`src/rtl/trojan_trig_pkg.sv`:
```
// Shared types and constants for the parametrised counter-based trigger.
package trojan_trig_pkg;

  typedef enum logic [1:0] {
    IDLE  = 2'd0,
    ARMED = 2'd1,
    FIRED = 2'd2
  } state_t;

  localparam int MODE_CHANGE = 0;
  localparam int MODE_MATCH  = 1;
  localparam int MODE_CONSEC = 2;

  function automatic logic mode_legal(input int mode);
    return (mode == MODE_CHANGE) || (mode == MODE_MATCH) || (mode == MODE_CONSEC);
  endfunction

endpackage

```
`src/rtl/tj_event_detect.sv`:
```
// Qualifies beats of the watched bus into one-bit event / mismatch strobes.
module tj_event_detect
  import trojan_trig_pkg::*;
#(
  parameter int                DATA_W  = 128,
  parameter int                MODE    = 0,
  parameter logic [DATA_W-1:0] PATTERN = '0
) (
  input  logic              clk,
  input  logic              rst_n,
  input  logic              sample_i,
  input  logic              clear_i,
  input  logic [DATA_W-1:0] data_i,
  output logic              event_o,
  output logic              mismatch_o
);

  logic [DATA_W-1:0] prev_q, prev_d;
  logic              prev_ok_q, prev_ok_d;
  logic              match;
  logic              changed;

  always_comb begin
    match   = (data_i == PATTERN);
    changed = prev_ok_q && (data_i != prev_q);
    if (MODE == MODE_CHANGE) begin
      event_o = sample_i && changed;
    end else begin
      event_o = sample_i && match;
    end
    mismatch_o = sample_i && !match && (MODE == MODE_CONSEC);
  end

  // clear wins over a same-cycle beat so leaving ARMED never leaves a stale reference
  always_comb begin
    prev_d    = prev_q;
    prev_ok_d = prev_ok_q;
    if (clear_i) begin
      prev_ok_d = 1'b0;
    end else if (sample_i) begin
      prev_d    = data_i;
      prev_ok_d = 1'b1;
    end
  end

  always_ff @(posedge clk or negedge rst_n) begin
    if (!rst_n) begin
      prev_q    <= '0;
      prev_ok_q <= 1'b0;
    end else begin
      prev_q    <= prev_d;
      prev_ok_q <= prev_ok_d;
    end
  end

endmodule

```
`src/rtl/trojan_trigger_param.sv`:
```
// Counts qualifying bus events and fires tj_trig when the count reaches THRESH.
module trojan_trigger_param
  import trojan_trig_pkg::*;
#(
  parameter int                DATA_W  = 128,
  parameter int                CNT_W   = 32,
  parameter logic [CNT_W-1:0]  THRESH  = '1,
  parameter int                MODE    = 0,
  parameter logic [DATA_W-1:0] PATTERN = '0,
  parameter int                STICKY  = 1
) (
  input  logic              clk,
  input  logic              rst_n,
  input  logic              arm,
  input  logic              data_valid,
  input  logic [DATA_W-1:0] data_in,
  output logic              tj_trig,
  output logic [CNT_W-1:0]  cnt_o,
  output logic [1:0]        state_o
);

  if (THRESH == '0) begin : g_thresh_chk
    $error("trojan_trigger_param: THRESH must be at least 1");
  end
  if (!mode_legal(MODE)) begin : g_mode_chk
    $error("trojan_trigger_param: MODE must be 0, 1 or 2");
  end
  if ((STICKY != 0) && (STICKY != 1)) begin : g_sticky_chk
    $error("trojan_trigger_param: STICKY must be 0 or 1");
  end

  state_t           state_q;
  logic [CNT_W-1:0] cnt_q;
  logic             trig_q;

  logic sample;
  logic clear;
  logic evt;
  logic mismatch;
  logic at_last;

  // Beats only qualify in ARMED with arm still high; a falling arm takes priority.
  assign sample  = (state_q == ARMED) && arm && data_valid;
  assign clear   = (state_q == IDLE) || ((state_q == ARMED) && !arm);
  assign at_last = (cnt_q == (THRESH - CNT_W'(1)));

  tj_event_detect #(
    .DATA_W  (DATA_W),
    .MODE    (MODE),
    .PATTERN (PATTERN)
  ) u_detect (
    .clk        (clk),
    .rst_n      (rst_n),
    .sample_i   (sample),
    .clear_i    (clear),
    .data_i     (data_in),
    .event_o    (evt),
    .mismatch_o (mismatch)
  );

  always_ff @(posedge clk or negedge rst_n) begin
    if (!rst_n) begin
      state_q <= IDLE;
      cnt_q   <= '0;
      trig_q  <= 1'b0;
    end else begin
      case (state_q)
        IDLE: begin
          cnt_q  <= '0;
          trig_q <= 1'b0;
          if (arm) begin
            state_q <= ARMED;
          end
        end
        ARMED: begin
          if (!arm) begin
            state_q <= IDLE;
            cnt_q   <= '0;
          end else if (evt) begin
            if (at_last) begin
              state_q <= FIRED;
              cnt_q   <= THRESH;
              trig_q  <= 1'b1;
            end else begin
              cnt_q <= cnt_q + CNT_W'(1);
            end
          end else if (mismatch) begin
            cnt_q <= '0;
          end
        end
        FIRED: begin
          // Non-sticky builds hold FIRED for one cycle only and then re-arm.
          if (STICKY == 0) begin
            trig_q  <= 1'b0;
            cnt_q   <= '0;
            state_q <= arm ? ARMED : IDLE;
          end
        end
        default: begin
          state_q <= IDLE;
          cnt_q   <= '0;
          trig_q  <= 1'b0;
        end
      endcase
    end
  end

  assign tj_trig = trig_q;
  assign cnt_o   = cnt_q;
  assign state_o = state_q;

endmodule

```
`config.mk`:
```
export PLATFORM = sky130hd
export DESIGN_NAME = trojan_trigger_param
export DESIGN_NICKNAME = d
export VERILOG_FILES = /design/src/rtl/trojan_trig_pkg.sv /design/src/rtl/tj_event_detect.sv /design/src/rtl/trojan_trigger_param.sv
export SDC_FILE = /design/constraint.sdc
export NUM_CORES = 1
export LEC_CHECK = 0
export CORE_UTILIZATION = 25
export CTS_CLUSTER_DIAMETER = 60
export DETAILED_ROUTE_END_ITERATION = 8
export GPL_ROUTABILITY_DRIVEN = 1
export PLACE_DENSITY = 0.56
export SYNTH_ARGS = -nofsm -noshare
export SYNTH_HDL_FRONTEND = slang
export SYNTH_HIERARCHICAL = 1
export SYNTH_SLANG_ARGS = --single-unit
export TNS_END_PERCENT = 20
```
`constraint.sdc`:
```
create_clock -name clk -period 2.5 [get_ports clk]
set_input_delay 0.5 -clock clk [delete_from_list [all_inputs] [get_ports clk]]
set_output_delay 0.5 -clock clk [all_outputs]
set_load 0.02 [all_outputs]
```
After elaboration in Yosys (flattened, before gate mapping). Index checks and enable logic that the tools add are counted.

Bits in registers: 164. Bits of input ports: 132. Word-level logic and storage cells: 46.

Add/sub/neg operators: 1. Equal/unequal tests: 10. Muxes and demuxes: 15. Bitwise operators: 2. Reduce and logical (&&, ||, !) cells: 13.

Operator list (count): $ne 128x128->1 (1); $mux 32 (3); $pmux 32 s2 (1); $add 32x1->32 const B (1); $eq 32x32->1 const B (1); $mux 2 (4); $ne 2x2->1 const B (4); $reduce_and 4->1 (2); $ne 3x3->1 const B (2); $pmux 2 s3 (1); $logic_and 1x1->1 (5); $mux 1 (5); $reduce_and 2->1 (2); $eq 2x1->1 const B (1); $eq 2x2->1 const B (1); $logic_not 2->1 (1); $not 1->1 (2); $pmux 1 s2 (1); $reduce_bool 2->1 (1); $logic_not 1->1 (1); $logic_or 1x1->1 (1).

Depth between registers and ports, before layout. Gate-level depths: netlist of run 1.

Depth after elaboration: 7. Mapped depth: 11. Gate-level depth less buffers: 10.

By module. The synthesis of run 1 kept the hierarchy.

Modules (own cells, without submodules): tj_event_detect (times used 1, cells each 448, area each 6187.2 µm², sequential area each 3228.1 µm²); trojan_trigger_param (times used 1, cells each 263, area each 2275.9 µm², sequential area each 875.8 µm²).

Worst setup path after synthesis of run 1. No wires, ideal clock.

Kind: input port to flip-flop. From: input port data_in[0]. To: register cnt_q[28], in the netlist cnt_o[28]. Setup time: 116 ps. Arrival time: 2215 ps. Slack: 169 ps. Cell stages on the path: 9. Buffers on the path: 1. Path through: xor2_1 > nor4_1 > nand4_1 > nor4_1 > a21oi_1 > o31ai_1 > clkbuf_1 > o21ai_0 > o311ai_0.

Word-level cells in the longest chain between the ends: 5.

Ends and longest elaborated chain: from (decl) (RTL line trojan_trigger_param.sv:16) `input logic [DATA_W-1:0] data_in,`; $ne 128x128->1 (RTL line tj_event_detect.sv:25) `changed = prev_ok_q && (data_i != prev_q);`; $logic_and 1x1->1 (RTL line tj_event_detect.sv:25); $logic_and 1x1->1 (RTL line tj_event_detect.sv:27) `event_o = sample_i && changed;`; named net evt (RTL line trojan_trigger_param.sv:38) `logic evt;`; $ne 3x3->1 (no source line); $reduce_and 2->1 (no source line); to (signal assigned) (RTL line trojan_trigger_param.sv:85) `cnt_q <= cnt_q + CNT_W'(1);`; to (decl) (RTL line trojan_trigger_param.sv:33) `logic [CNT_W-1:0] cnt_q;`.

The timed path passes the listed nets, and every way through them passes these cells. A chain may end at the register's enable or synchronous reset.

Worst setup path in the final report of run 1.
From: input port data_in[56]. To: register cnt_q[10], in the netlist cnt_o[10].

Same word-level chain as after synthesis.

==> results of run 1 <==
==> registers in the layout (all words and copies together) (netlist names) <==
signal / cells
u_detect/prev_q: 128
cnt_o: 32
state_o: 2
tj_trig: 1
u_detect/prev_ok_q: 1
==> report_power, final <==
group          internal, µW  switching, µW  total [µW]  leakage (µW)
logic                   894            546        1440       0.00275
registers              3160            319        3480       0.00207
clock network          1500           1200        2700      0.000287
==> worst paths after layout <==
kind | start | endpoint
max | data_in[56] | cnt_o[10]$_DFFE_PN0P_
min | rst_n | cnt_o[23]$_DFFE_PN0P_
max reg2reg | u_detect/prev_q[118]$_DFFE_PN0P_ | cnt_o[10]$_DFFE_PN0P_
min reg2reg | tj_trig$_DFFE_PN0P_ | tj_trig$_DFFE_PN0P_
max in group asynchronous | rst_n | u_detect/prev_q[104]$_DFFE_PN0P_
min in group clk | data_in[12] | u_detect/prev_q[12]$_DFFE_PN0P_
==> cell usage in the layout, fill, tap and decap left out, types with 3 or more instances in the layout <==
master,synthesis,final
sky130_fd_sc_hd__nand4_1,17,17
sky130_fd_sc_hd__a21oi_1,13,12
sky130_fd_sc_hd__o21ai_1,0,5
sky130_fd_sc_hd__clkbuf_16,0,18
sky130_fd_sc_hd__nor4_4,3,5
sky130_fd_sc_hd__nor3_1,9,8
sky130_fd_sc_hd__inv_6,0,4
sky130_fd_sc_hd__nand2_1,39,36
sky130_fd_sc_hd__mux2_2,128,128
sky130_fd_sc_hd__nor4_1,39,26
sky130_fd_sc_hd__xor2_1,129,129
sky130_fd_sc_hd__nor2_1,12,12
sky130_fd_sc_hd__buf_12,0,14
sky130_fd_sc_hd__o21ai_0,23,16
sky130_fd_sc_hd__o211ai_1,14,14
sky130_fd_sc_hd__nand3_2,1,4
sky130_fd_sc_hd__nor4_2,1,12
sky130_fd_sc_hd__a41oi_1,6,6
sky130_fd_sc_hd__and2_1,3,3
sky130_fd_sc_hd__dlygate4sd2_1,0,3
sky130_fd_sc_hd__nand3_1,24,21
sky130_fd_sc_hd__buf_4,15,28
sky130_fd_sc_hd__inv_1,4,4
sky130_fd_sc_hd__inv_8,0,3
sky130_fd_sc_hd__dlymetal6s2s_1,0,7
sky130_fd_sc_hd__nand2_2,1,4
sky130_fd_sc_hd__buf_6,3,7
sky130_fd_sc_hd__clkdlybuf4s50_1,0,155
sky130_fd_sc_hd__a31oi_1,10,10
sky130_fd_sc_hd__dfrtp_1,164,164
sky130_fd_sc_hd__and3_1,4,3
==> cells by family after synthesis <==
| logic type | after synthesis | share of synthesized area |
|---|---|---|
| xor+xnor | 129 | 0.134 |
| buf+inv | 37 | 0.0269 |
| simple gates | 175 | 0.125 |
| flops | 164 | 0.485 |
| other cells | 1 | 0.000443 |
| fa+ha+maj | 2 | 0.00296 |
| compound gates | 74 | 0.0550 |
| mux | 129 | 0.171 |
==> per-stage QoR <==
step	power (µW)	setup TNS [ns]
2_1_floorplan	4370	0
3_3_place_gp	4890	-49.80
3_5_place_dp	4940	-51.03
4_1_cts	7730	-13.07
5_1_grt	8060	-14.13
6_report	7620	-9.25
==> layer usage <==
layer,wire [µm],GRT usage,part of all wire,up-vias
li1,-,-,-,2973
met2,9960,0.203,0.46,161
met1,10100,0.171,0.46,3055
met3,1450,0.0385,0.067,21
met5,34,0,0.0016,-
met4,201,0.0315,0.0092,6
==> what timing repair did <==
item                                    in CTS  in global routing
gates resized for setup                     30                 31
gates cloned                                 2                  1
endpoints found under the setup margin      35                 35
hold endpoints to repair                     0                  0
buffers inserted                             0                  1
pin swaps                                   10                 19
==> final cells by class <==
cell class | count | area, µm² | area share
inverter | 4 | 15.0 | 0.00127
tap | 448 | 561 | 0.0473
clock buffer | 18 | 429 | 0.0362
clock inverter | 14 | 163 | 0.0137
timing repair buffer | 215 | 2260 | 0.191
sequential | 164 | 4100 | 0.346
multi-input combinational | 510 | 4320 | 0.365
==> summary.log, run 1 <==
[clock_network] post-cts hold buffer count 0
[sta] final worst-path setup slack -0.297 ns
[sta] setup repair after global routing missed its margin true
[worst_setup_path] WP depth 13
[floorplan] initial cell density of the core 0.253
[sta] post-route worst hold slack 0.0264 ns
[synth] synthesized area per cell 11.9 µm²
[run_status] violated checks negative setup slack
[floorplan] core footprint 0.0334 mm²
[worst_setup_path] CP Capture Type flip-flop
[synth] sequential share of the synthesized area 0.485
[placed_design] detailed placement HPWL 15.6 mm
[grt] number of global-route vias before repair 6,292
[synth] number of warnings issued by yosys 6
[sta] Final Max Slew Viols 0
[synth] summed instance area of the synthesized netlist 0.00846 mm²
[worst_setup_path] CP Cell Sequence clkdlybuf4s50_1, xor2_1, nor4_2, buf_4, nand4_1, nor4_4, a21oi_4, and3_4, nand4_1, and4b_4, nand2_8, buf_12, o211ai_1
[cells_and_area] antenna fix cells 0
[grt] overall routing resource usage 0.129
[sta] relative slew slack 0.606
[clock_network] TritonCTS buffer count 17
[worst_setup_path] crit path DAT 3.08 ns
[floorplan] I/O Pins 167
[sta] measured slew at the worst slew-check pin 0.591 ns
[detailed_routing] number of optimization iterations in the first detailed-route pass 4
[power_and_ir_drop] Power Dens Cells 643 mW/mm²
[power_and_ir_drop] leakage power total 0.00511 µW
[sta] count of final hold-check violations 0
[sta] top achievable clock speed 358 MHz
[placed_design] gpl congestion 0.786
[clock_network] Max H-tree Level 4
[worst_setup_path] Top cell by count, worst path sky130_fd_sc_hd__nand4_1
[detailed_routing] Avg WL per Cell 15.9 µm
[worst_setup_path] required time at the worst-slack endpoint 2.79 ns
[detailed_routing] number of vias after detailed routing 6,216
[worst_setup_path] R2R cell count 12
[clock_network] Max Root-Sink Buffers 2
[grt] antenna violations before repair 3
[cells_and_area] non-filler cells in the finished layout 1,373
[sta] Tcrit/Tclk final 1.12
[worst_setup_path] highest fanout seen on the critical path 6
[cells_and_area] # nets final 1,046
[hold_path] Hold/Removal Path Class input pin to asynchronous set/reset pin
[worst_setup_path] crit-path leading delay family simple AND/OR/NAND/NOR gates
[synth] Synth top cells by count sky130_fd_sc_hd__dfrtp_1 (164), sky130_fd_sc_hd__xor2_1 (129), sky130_fd_sc_hd__mux2_2 (128)
[worst_setup_path] Crit-path slowest cell sky130_fd_sc_hd__clkdlybuf4s50_1
[cells_and_area] utilization after layout 0.354
[sta] clock period minus worst slack 2.80 ns
[placed_design] Placed Cells incl. Taps 1,337
[synth] ranking of synthesized cells by area sky130_fd_sc_hd__dfrtp_1 (48%), sky130_fd_sc_hd__mux2_2 (17%), sky130_fd_sc_hd__xor2_1 (13%)
[grt] overall overflow remaining after global route 0
[detailed_routing] Avg Vias per Cell 4.53
[synth] count of mapped cells out of synthesis 711
[synth] number of nets in the synthesized netlist 845
[synth] post-synth top area cell sky130_fd_sc_hd__dfrtp_1
[detailed_routing] antenna violation net count after detailed routing 0
[cells_and_area] fraction of layout instances using a drive strength above 1 0.272
[floorplan] Die Footprint 0.0346 mm²
[floorplan] die outline width 186 µm
[placed_design] Port Buf Inserts 166
[synth] Post-synth EDFFs 0
[synth] Synth Register Bits 164
[clock_network] master cell of the clock root buffer sky130_fd_sc_hd__clkbuf_16
[cells_and_area] P&R area growth vs syn 40.1%
[run_status] run status finished, violations left
[floorplan] Die Height 186 µm
[cells_and_area] number of fill cells in the layout 3,270
[clock_network] clock tree from TritonCTS done
[sta] final setup fails 35
[floorplan] number of rows in the core area 67
[power_and_ir_drop] Max VDD drop 0.463 mV
[placed_design] post-place setup slack -1.47 ns
[synth] Yosys cell types 51
[clock_network] clock latency reported for the late side of the worst-skew pair 0.43 ns
[worst_setup_path] crit path launch type input pin
[worst_setup_path] worst-case register-to-register setup slack -0.25 ns
[detailed_routing] DRC violation count after routing 0
[sta] setup skew after layout 0.0196 ns
[cells_and_area] final standard cell area without fillers 0.0119 mm²
[worst_setup_path] worst stage delay on the critical path 0.44 ns
[synth] area share of the largest cell type after synthesis 0.485
[flow_run] count of max-cap constraint violations 0
[detailed_routing] number of DRC violations after detailed-routing iteration 0 304
[synth] dominant synthesized flop cell sky130_fd_sc_hd__dfrtp_1
[clock_network] sinks on the clock net 164
[synth] most repeated cell in the gate-level netlist after synthesis sky130_fd_sc_hd__dfrtp_1
[worst_setup_path] classification of the worst setup path input pin to flip-flop
[grt] global-route wire length before repair 34.1 mm
[synth] Synth async-reset ratio 1.00
[placed_design] instance area after placement 0.0110 mm²
[worst_setup_path] Buffers & Inverters on Critical Path 3
[detailed_routing] drt total wl 21.8 mm
[grt] maximum number of pins on one net before global-route repair 55
[clock_network] clock-pin transition on the worst setup and hold timing paths 0.08 ns
(Power assumes the default switching activity.)
==> run 2, diff against run 1 <==
Settings changed: HOLD_SLACK_MARGIN set to 0.1.
==> summary.log, run 2 (synthesized netlist as in run 1, its figures left out) <==
[cells_and_area] fraction of layout instances using a drive strength above 1 0.272 [-0.000294]
[sta] final worst-path setup slack -0.286 ns [+0.0106 ns]
[worst_setup_path] classification of the worst setup path input pin to flip-flop
[worst_setup_path] worst stage delay on the critical path 0.44 ns [about the same]
[worst_setup_path] highest fanout seen on the critical path 6 [unchanged]
[floorplan] initial cell density of the core 0.253 [unchanged]
[floorplan] die outline width 186 µm [unchanged]
[power_and_ir_drop] leakage power total 0.00511 µW [about the same]
[sta] count of final hold-check violations 0 [unchanged]
[cells_and_area] Largest register FFs 128 [unchanged]
[cells_and_area] # nets final 1,047 [+0.096%]
[sta] top achievable clock speed 359 MHz [+0.38%]
[sta] setup skew after layout 0.0180 ns [-0.00156 ns]
[clock_network] Max H-tree Level 4 [unchanged]
[detailed_routing] drt total wl 21.8 mm [about the same]
[run_status] violated checks negative setup slack
[worst_setup_path] crit path launch type input pin
[clock_network] clock-pin transition on the worst setup and hold timing paths 0.08 ns [about the same]
[hold_path] Hold/Removal Path Class input pin to flip-flop
[cells_and_area] antenna fix cells 0 [unchanged]
[placed_design] gpl congestion 0.786 [unchanged]
[grt] number of global-route vias before repair 6,293 [+0.016%]
[sta] final setup fails 35 [unchanged]
[grt] overall routing resource usage 0.129 [unchanged]
[cells_and_area] non-filler cells in the finished layout 1,374 [+0.073%]
[floorplan] Die Footprint 0.0346 mm² [unchanged]
[detailed_routing] Avg WL per Cell 15.8 µm [-0.15%]
[floorplan] number of rows in the core area 67 [unchanged]
[cells_and_area] commonest non-fill, non-tap cell in the layout sky130_fd_sc_hd__dfrtp_1
[cells_and_area] final standard cell area without fillers 0.0119 mm² [about the same]
[placed_design] Placed Cells incl. Taps 1,337 [unchanged]
[floorplan] I/O Pins 167 [unchanged]
[sta] relative slew slack 0.612 [+0.00647]
[clock_network] TritonCTS buffer count 17 [unchanged]
[worst_setup_path] crit path DAT 3.07 ns [about the same]
[power_and_ir_drop] PnR Total Power 7620 µW [about the same]
[sta] Tcrit/Tclk final 1.11 [-0.00426]
[detailed_routing] number of DRC violations after detailed-routing iteration 0 268 [-12%]
[worst_setup_path] required time at the worst-slack endpoint 2.79 ns [about the same]
[floorplan] Die Height 186 µm [unchanged]
[grt] antenna violations before repair 3 [unchanged]
[clock_network] master cell of the clock root buffer sky130_fd_sc_hd__clkbuf_16
[detailed_routing] DRC violation count after routing 0 [unchanged]
[sta] setup repair after global routing missed its margin true
[worst_setup_path] Top cell by count, worst path sky130_fd_sc_hd__nand4_1
[cells_and_area] commonest non-fill, non-tap cells in the layout sky130_fd_sc_hd__dfrtp_1 (164), sky130_fd_sc_hd__clkdlybuf4s50_1 (155), sky130_fd_sc_hd__xor2_1 (129)
[cells_and_area] top register by number of flip-flops u_detect/prev_q
[grt] maximum number of pins on one net before global-route repair 55 [unchanged]
[floorplan] core footprint 0.0334 mm² [unchanged]
[placed_design] Port Buf Inserts 166 [unchanged]
[cells_and_area] P&R area growth vs syn 40.2% [about the same]
[grt] global-route wire length before repair 34.0 mm [about the same]
[run_status] run status finished, violations left
[placed_design] instance area after placement 0.0110 mm² [unchanged]
[sta] clock period minus worst slack 2.79 ns [-0.0106 ns]
[clock_network] clock tree from TritonCTS done
[detailed_routing] antenna violation net count after detailed routing 0 [unchanged]
[grt] overall overflow remaining after global route 0 [unchanged]
[detailed_routing] Avg Vias per Cell 4.52 [-0.17%]
[clock_network] Max Root-Sink Buffers 2 [unchanged]
[power_and_ir_drop] Power Dens Cells 643 mW/mm² [-0.11%]
[clock_network] sinks on the clock net 164 [unchanged]
[sta] post-route worst hold slack 0.369 ns [+0.343 ns]
[worst_setup_path] CP Capture Type flip-flop
[worst_setup_path] CP Cell Sequence clkdlybuf4s50_1, xor2_1, nor4_2, buf_4, nand4_1, nor4_4, a21oi_4, and3_4, nand4_1, and4b_4, nand2_8, buf_12, o211ai_1
[power_and_ir_drop] Max VDD drop 0.463 mV [about the same]
[placed_design] detailed placement HPWL 15.6 mm [unchanged]
[detailed_routing] number of vias after detailed routing 6,210 [-0.097%]
[clock_network] clock latency reported for the late side of the worst-skew pair 0.43 ns [about the same]
[worst_setup_path] Crit-path slowest cell sky130_fd_sc_hd__clkdlybuf4s50_1
[detailed_routing] number of optimization iterations in the first detailed-route pass 4 [unchanged]
[sta] Final Max Slew Viols 0 [unchanged]
[sta] measured slew at the worst slew-check pin 0.581 ns [-0.00971 ns]
[flow_run] count of max-cap constraint violations 0 [unchanged]
run 2: changes by cell type in the layout (fill, tap and decap cells not counted), sizes merged:
cell         delta
dlygate4sd3     +1
run 2: power breakdown:
group	switching [µW]	internal (µW)
logic	546	895
registers	319	3160
clock network	1190	1500
total	2060	5560
run 2: stage by stage:
step	TNS (ns)	utilization	worst slack (ns)
2_1_floorplan	0	-	0.169
3_3_place_gp	-49.80	0.329	-1.48
3_5_place_dp	-51.03	0.329	-1.47
4_1_cts	-13.07	0.350	-0.405
5_1_grt	-14.13	0.355	-0.456
6_report	-8.85	0.355	-0.286
run 2: worst max-delay path, delay by kind of cell:
| kind | cells | cell delay, ns |
|---|---|---|
| buffers and inverters | 3 | 0.73 |
| AOI/OAI and AO/OA | 2 | 0.23 |
| and+or+nand+nor | 7 | 1.45 |
| xor gates and xnor gates | 1 | 0.16 |
run 2: worst paths after layout:
| kind | from | end | slack, ns | depth (start not counted) |
|---|---|---|---|---|
| max | data_in[56] | cnt_o[10]$_DFFE_PN0P_ | -0.29 | 13 |
| min | data_in[60] | u_detect/prev_q[60]$_DFFE_PN0P_ | 0.37 | 2 |
| max reg2reg | u_detect/prev_q[118]$_DFFE_PN0P_ | cnt_o[10]$_DFFE_PN0P_ | -0.24 | 12 |
| min reg2reg | tj_trig$_DFFE_PN0P_ | tj_trig$_DFFE_PN0P_ | 0.48 | 2 |
| max in group asynchronous | rst_n | u_detect/prev_q[104]$_DFFE_PN0P_ | 1.23 | 3 |
| min in group asynchronous | rst_n | cnt_o[23]$_DFFE_PN0P_ | 0.60 | 2 |
run 2: metal layers:
layer | wire length (µm) | up-vias | global-route usage
met4 | 203 | 6 | 0.0315
li1 | - | 2978 | -
met5 | 34 | - | 0
met1 | 10200 | 3050 | 0.171
met3 | 1390 | 21 | 0.0385
met2 | 9950 | 155 | 0.203
run 2: area by class of cell:
type                            count  area (µm²)
Fill cell                        3269       21600
Multi-Input combinational cell    510        4320
Sequential cell                   164        4100
Timing Repair Buffer              216        2270
Tap cell                          448         561
Clock buffer                       18         429
Clock inverter                     14         163
Inverter                            4        15.0
run 2: repair_timing:
action	in CTS	in global routing
hold endpoints to repair	50	0
buffers inserted	0	1
gates resized for setup	30	31
gates cloned	2	1
pin swaps	10	19
endpoints found under the setup margin	35	35
hold buffers	1	0
==> run 3, diff against run 2 <==
Settings changed: GPL_TIMING_DRIVEN set to 0.
==> summary.log, run 3 (synthesized netlist as in run 1, its figures left out) <==
[clock_network] Max Root-Sink Buffers 2 [unchanged]
[sta] measured slew at the worst slew-check pin 0.705 ns [+0.123 ns]
[cells_and_area] commonest non-fill, non-tap cells in the layout sky130_fd_sc_hd__dfrtp_1 (164), sky130_fd_sc_hd__clkdlybuf4s50_1 (130), sky130_fd_sc_hd__mux2_2 (128)
[grt] maximum number of pins on one net before global-route repair 109 [+98%]
[detailed_routing] drt total wl 24.8 mm [+14%]
[worst_setup_path] Top cell by count, worst path sky130_fd_sc_hd__nand4_1
[clock_network] clock tree from TritonCTS done
[cells_and_area] # nets final 1,042 [-0.48%]
[clock_network] clock latency reported for the late side of the worst-skew pair 0.44 ns [about the same]
[detailed_routing] Avg WL per Cell 18.1 µm [+15%]
[cells_and_area] top register by number of flip-flops u_detect/prev_q
[clock_network] clock-pin transition on the worst setup and hold timing paths 0.08 ns [about the same]
[sta] final worst-path setup slack -0.284 ns [+0.00168 ns]
[worst_setup_path] worst stage delay on the critical path 0.45 ns [about the same]
[detailed_routing] Avg Vias per Cell 4.68 [+3.5%]
[grt] overall routing resource usage 0.143 [+0.0147]
[detailed_routing] number of optimization iterations in the first detailed-route pass 5 [+1]
[sta] Tcrit/Tclk final 1.11 [about the same]
[sta] relative slew slack 0.526 [-0.0866]
[worst_setup_path] required time at the worst-slack endpoint 2.80 ns [about the same]
[grt] global-route wire length before repair 36.5 mm [+7.2%]
[grt] number of global-route vias before repair 6,429 [+2.2%]
[power_and_ir_drop] Max VDD drop 0.483 mV [+4.2%]
[floorplan] die outline width 186 µm [unchanged]
[cells_and_area] commonest non-fill, non-tap cell in the layout sky130_fd_sc_hd__dfrtp_1
[sta] top achievable clock speed 359 MHz [about the same]
[power_and_ir_drop] Internal Power 5350 µW [-3.8%]
[floorplan] I/O Pins 167 [unchanged]
[clock_network] master cell of the clock root buffer sky130_fd_sc_hd__clkbuf_16
[sta] Final Max Slew Viols 0 [unchanged]
[floorplan] core footprint 0.0334 mm² [unchanged]
[cells_and_area] Largest register FFs 128 [unchanged]
[grt] overall overflow remaining after global route 0 [unchanged]
[clock_network] sinks on the clock net 164 [unchanged]
[power_and_ir_drop] part of the total power dissipated in sequential elements 0.463 [+0.006]
[cells_and_area] P&R area growth vs syn 39.1%
[detailed_routing] DRC violation count after routing 0 [unchanged]
[power_and_ir_drop] leakage power total 0.00519 µW [+1.4%]
[worst_setup_path] CP Capture Type flip-flop
[floorplan] number of rows in the core area 67 [unchanged]
[floorplan] Die Footprint 0.0346 mm² [unchanged]
[worst_setup_path] highest fanout seen on the critical path 5 [-1]
[sta] post-route worst hold slack 0.354 ns [-0.0152 ns]
[worst_setup_path] CP Cell Sequence xor2_1, nor4_2, nand4_1, nor4_4, a21oi_4, and3_1, nand4_1, and4b_4, nand2_8, buf_8, o211ai_1
[cells_and_area] utilization after layout 0.352 [-0.00262]
[power_and_ir_drop] combinational cell fraction of total power 0.193 [+0.004]
[floorplan] initial cell density of the core 0.253 [unchanged]
[worst_setup_path] Crit-path slowest cell sky130_fd_sc_hd__nor4_4
[sta] count of final hold-check violations 0 [unchanged]
[placed_design] detailed placement HPWL 17.2 mm [+9.9%]
[worst_setup_path] crit path DAT 3.08 ns [about the same]
[floorplan] Die Height 186 µm [unchanged]
[detailed_routing] number of DRC violations after detailed-routing iteration 0 340 [+27%]
[sta] final setup fails 35 [unchanged]
[cells_and_area] number of fill cells in the layout 3,302 [+1.0%]
[power_and_ir_drop] Power Dens Cells 639 mW/mm² [-0.53%]
[clock_network] TritonCTS buffer count 17 [unchanged]
[detailed_routing] number of vias after detailed routing 6,401 [+3.1%]
[sta] clock period minus worst slack 2.78 ns [-0.00168 ns]
[run_status] run status finished, violations left
[cells_and_area] fraction of layout instances using a drive strength above 1 0.279 [+0.00721]
[placed_design] Port Buf Inserts 166 [unchanged]
[worst_setup_path] classification of the worst setup path flip-flop to flip-flop
[power_and_ir_drop] clock share of power 0.343 [-0.011]
[sta] setup repair after global routing missed its margin true
[power_and_ir_drop] sw power 2170 µW [+5.6%]
[placed_design] gpl congestion 0.848 [+7.9%]
[power_and_ir_drop] switching fraction of total power 0.289 [+0.0188]
[sta] setup skew after layout 0.0156 ns [-0.00240 ns]
[detailed_routing] antenna violation net count after detailed routing 0 [unchanged]
[hold_path] Hold/Removal Path Class input pin to flip-flop
[worst_setup_path] crit path launch type flip-flop
[clock_network] Max H-tree Level 4 [unchanged]
[grt] antenna violations before repair 5 [+2]
[placed_design] post-place setup slack -1.78 ns [-0.305 ns]
[flow_run] count of max-cap constraint violations 0 [unchanged]
[run_status] violated checks negative setup slack
-- run 3: changes by cell type in the layout (fill, tap and decap cells not counted), moves of 5 or more --
| cell | previous run | this run |
|---|---|---|
| sky130_fd_sc_hd__buf_12 | 14 | 1 |
| sky130_fd_sc_hd__buf_2 | 0 | 8 |
| sky130_fd_sc_hd__buf_4 | 28 | 21 |
| sky130_fd_sc_hd__buf_6 | 7 | 2 |
| sky130_fd_sc_hd__clkdlybuf4s50_1 | 155 | 130 |
| sky130_fd_sc_hd__dlygate4sd2_1 | 3 | 21 |
| sky130_fd_sc_hd__dlymetal6s2s_1 | 7 | 14 |
| sky130_fd_sc_hd__nor4_1 | 26 | 17 |
| sky130_fd_sc_hd__nor4_2 | 12 | 19 |
| sky130_fd_sc_hd__o21ai_0 | 16 | 22 |
| sky130_fd_sc_hd__o21ai_1 | 5 | 0 |
-- run 3: layout make-up --
cell class / instances / area [µm²] / area share
Antenna cell: 1 / 2.50 / 0.000213
Multi-Input combinational cell: 511 / 4430 / 0.376
Clock inverter: 14 / 133 / 0.0113
Tap cell: 448 / 561 / 0.0476
Sequential cell: 164 / 4100 / 0.349
Clock buffer: 17 / 425 / 0.0361
Timing Repair Buffer: 177 / 1830 / 0.156
Buffer: 33 / 269 / 0.0228
Inverter: 4 / 15.0 / 0.00128
-- run 3: power groups by stage --
stage | registers (µW) | clock network [µW] | logic [µW]
floorplan | 3480 | 0 | 890
global placement | 3510 | 0 | 1330
detailed placement | 3540 | 0 | 1360
CTS | 3490 | 2690 | 1440
global route | 3560 | 2790 | 1600
finish | 3490 | 2580 | 1450
-- run 3: worst max-delay path: cells and delay by family, from the launching register on --
| family | cells | cell delay (ns) |
|---|---|---|
| buffers and inverters | 1 | 0.13 |
| xor gates and xnor gates | 1 | 0.17 |
| AOI/OAI and AO/OA | 2 | 0.24 |
| and+or+nand+nor | 7 | 1.71 |
| DFF | 1 | 0.39 |
-- run 3: final timing paths --
check / depth (start not counted) / slack (ns) / to / from
max: 11 / -0.28 / cnt_o[10]$_DFFE_PN0P_ / u_detect/prev_q[104]$_DFFE_PN0P_
min: 2 / 0.35 / u_detect/prev_q[72]$_DFFE_PN0P_ / data_in[72]
max reg2reg: 11 / -0.28 / cnt_o[10]$_DFFE_PN0P_ / u_detect/prev_q[104]$_DFFE_PN0P_
min reg2reg: 2 / 0.49 / tj_trig$_DFFE_PN0P_ / tj_trig$_DFFE_PN0P_
max in group asynchronous: 3 / 0.99 / u_detect/prev_q[42]$_DFFE_PN0P_ / rst_n
min in group asynchronous: 2 / 0.57 / cnt_o[22]$_DFFE_PN0P_ / rst_n
-- run 3: metrics by stage --
stage / cell area (µm²) / setup TNS, ns / power (µW) / std cells
2_1_floorplan: 8460 / 0 / 4370 / 711
3_3_place_gp: 10700 / -1162.81 / 4850 / 1325
3_5_place_dp: 10700 / -80.59 / 4900 / 1326
4_1_cts: 11500 / -8.97 / 7610 / 1362
5_1_grt: 11800 / -11.87 / 7940 / 1368
6_report: 11800 / -8.87 / 7530 / 1369
-- run 3: metal layers --
metal / global-route usage / vias up / share of wire
li1: - / 2977 / -
met1: 0.179 / 3158 / 0.44
met2: 0.240 / 221 / 0.47
met3: 0.0401 / 39 / 0.070
met4: 0.0416 / 6 / 0.015
met5: 0 / - / 0.0016
-- run 3: what timing repair did --
| action | 4_1_cts | 5_1_grt |
|---|---|---|
| gates resized for setup | 69 | 40 |
| gates cloned | 1 | 4 |
| pin swaps | 23 | 25 |
| hold buffers | 1 | 0 |
| setup buffers | 3 | 2 |
| hold endpoints to repair | 56 | 0 |
| setup endpoints to repair | 35 | 55 |
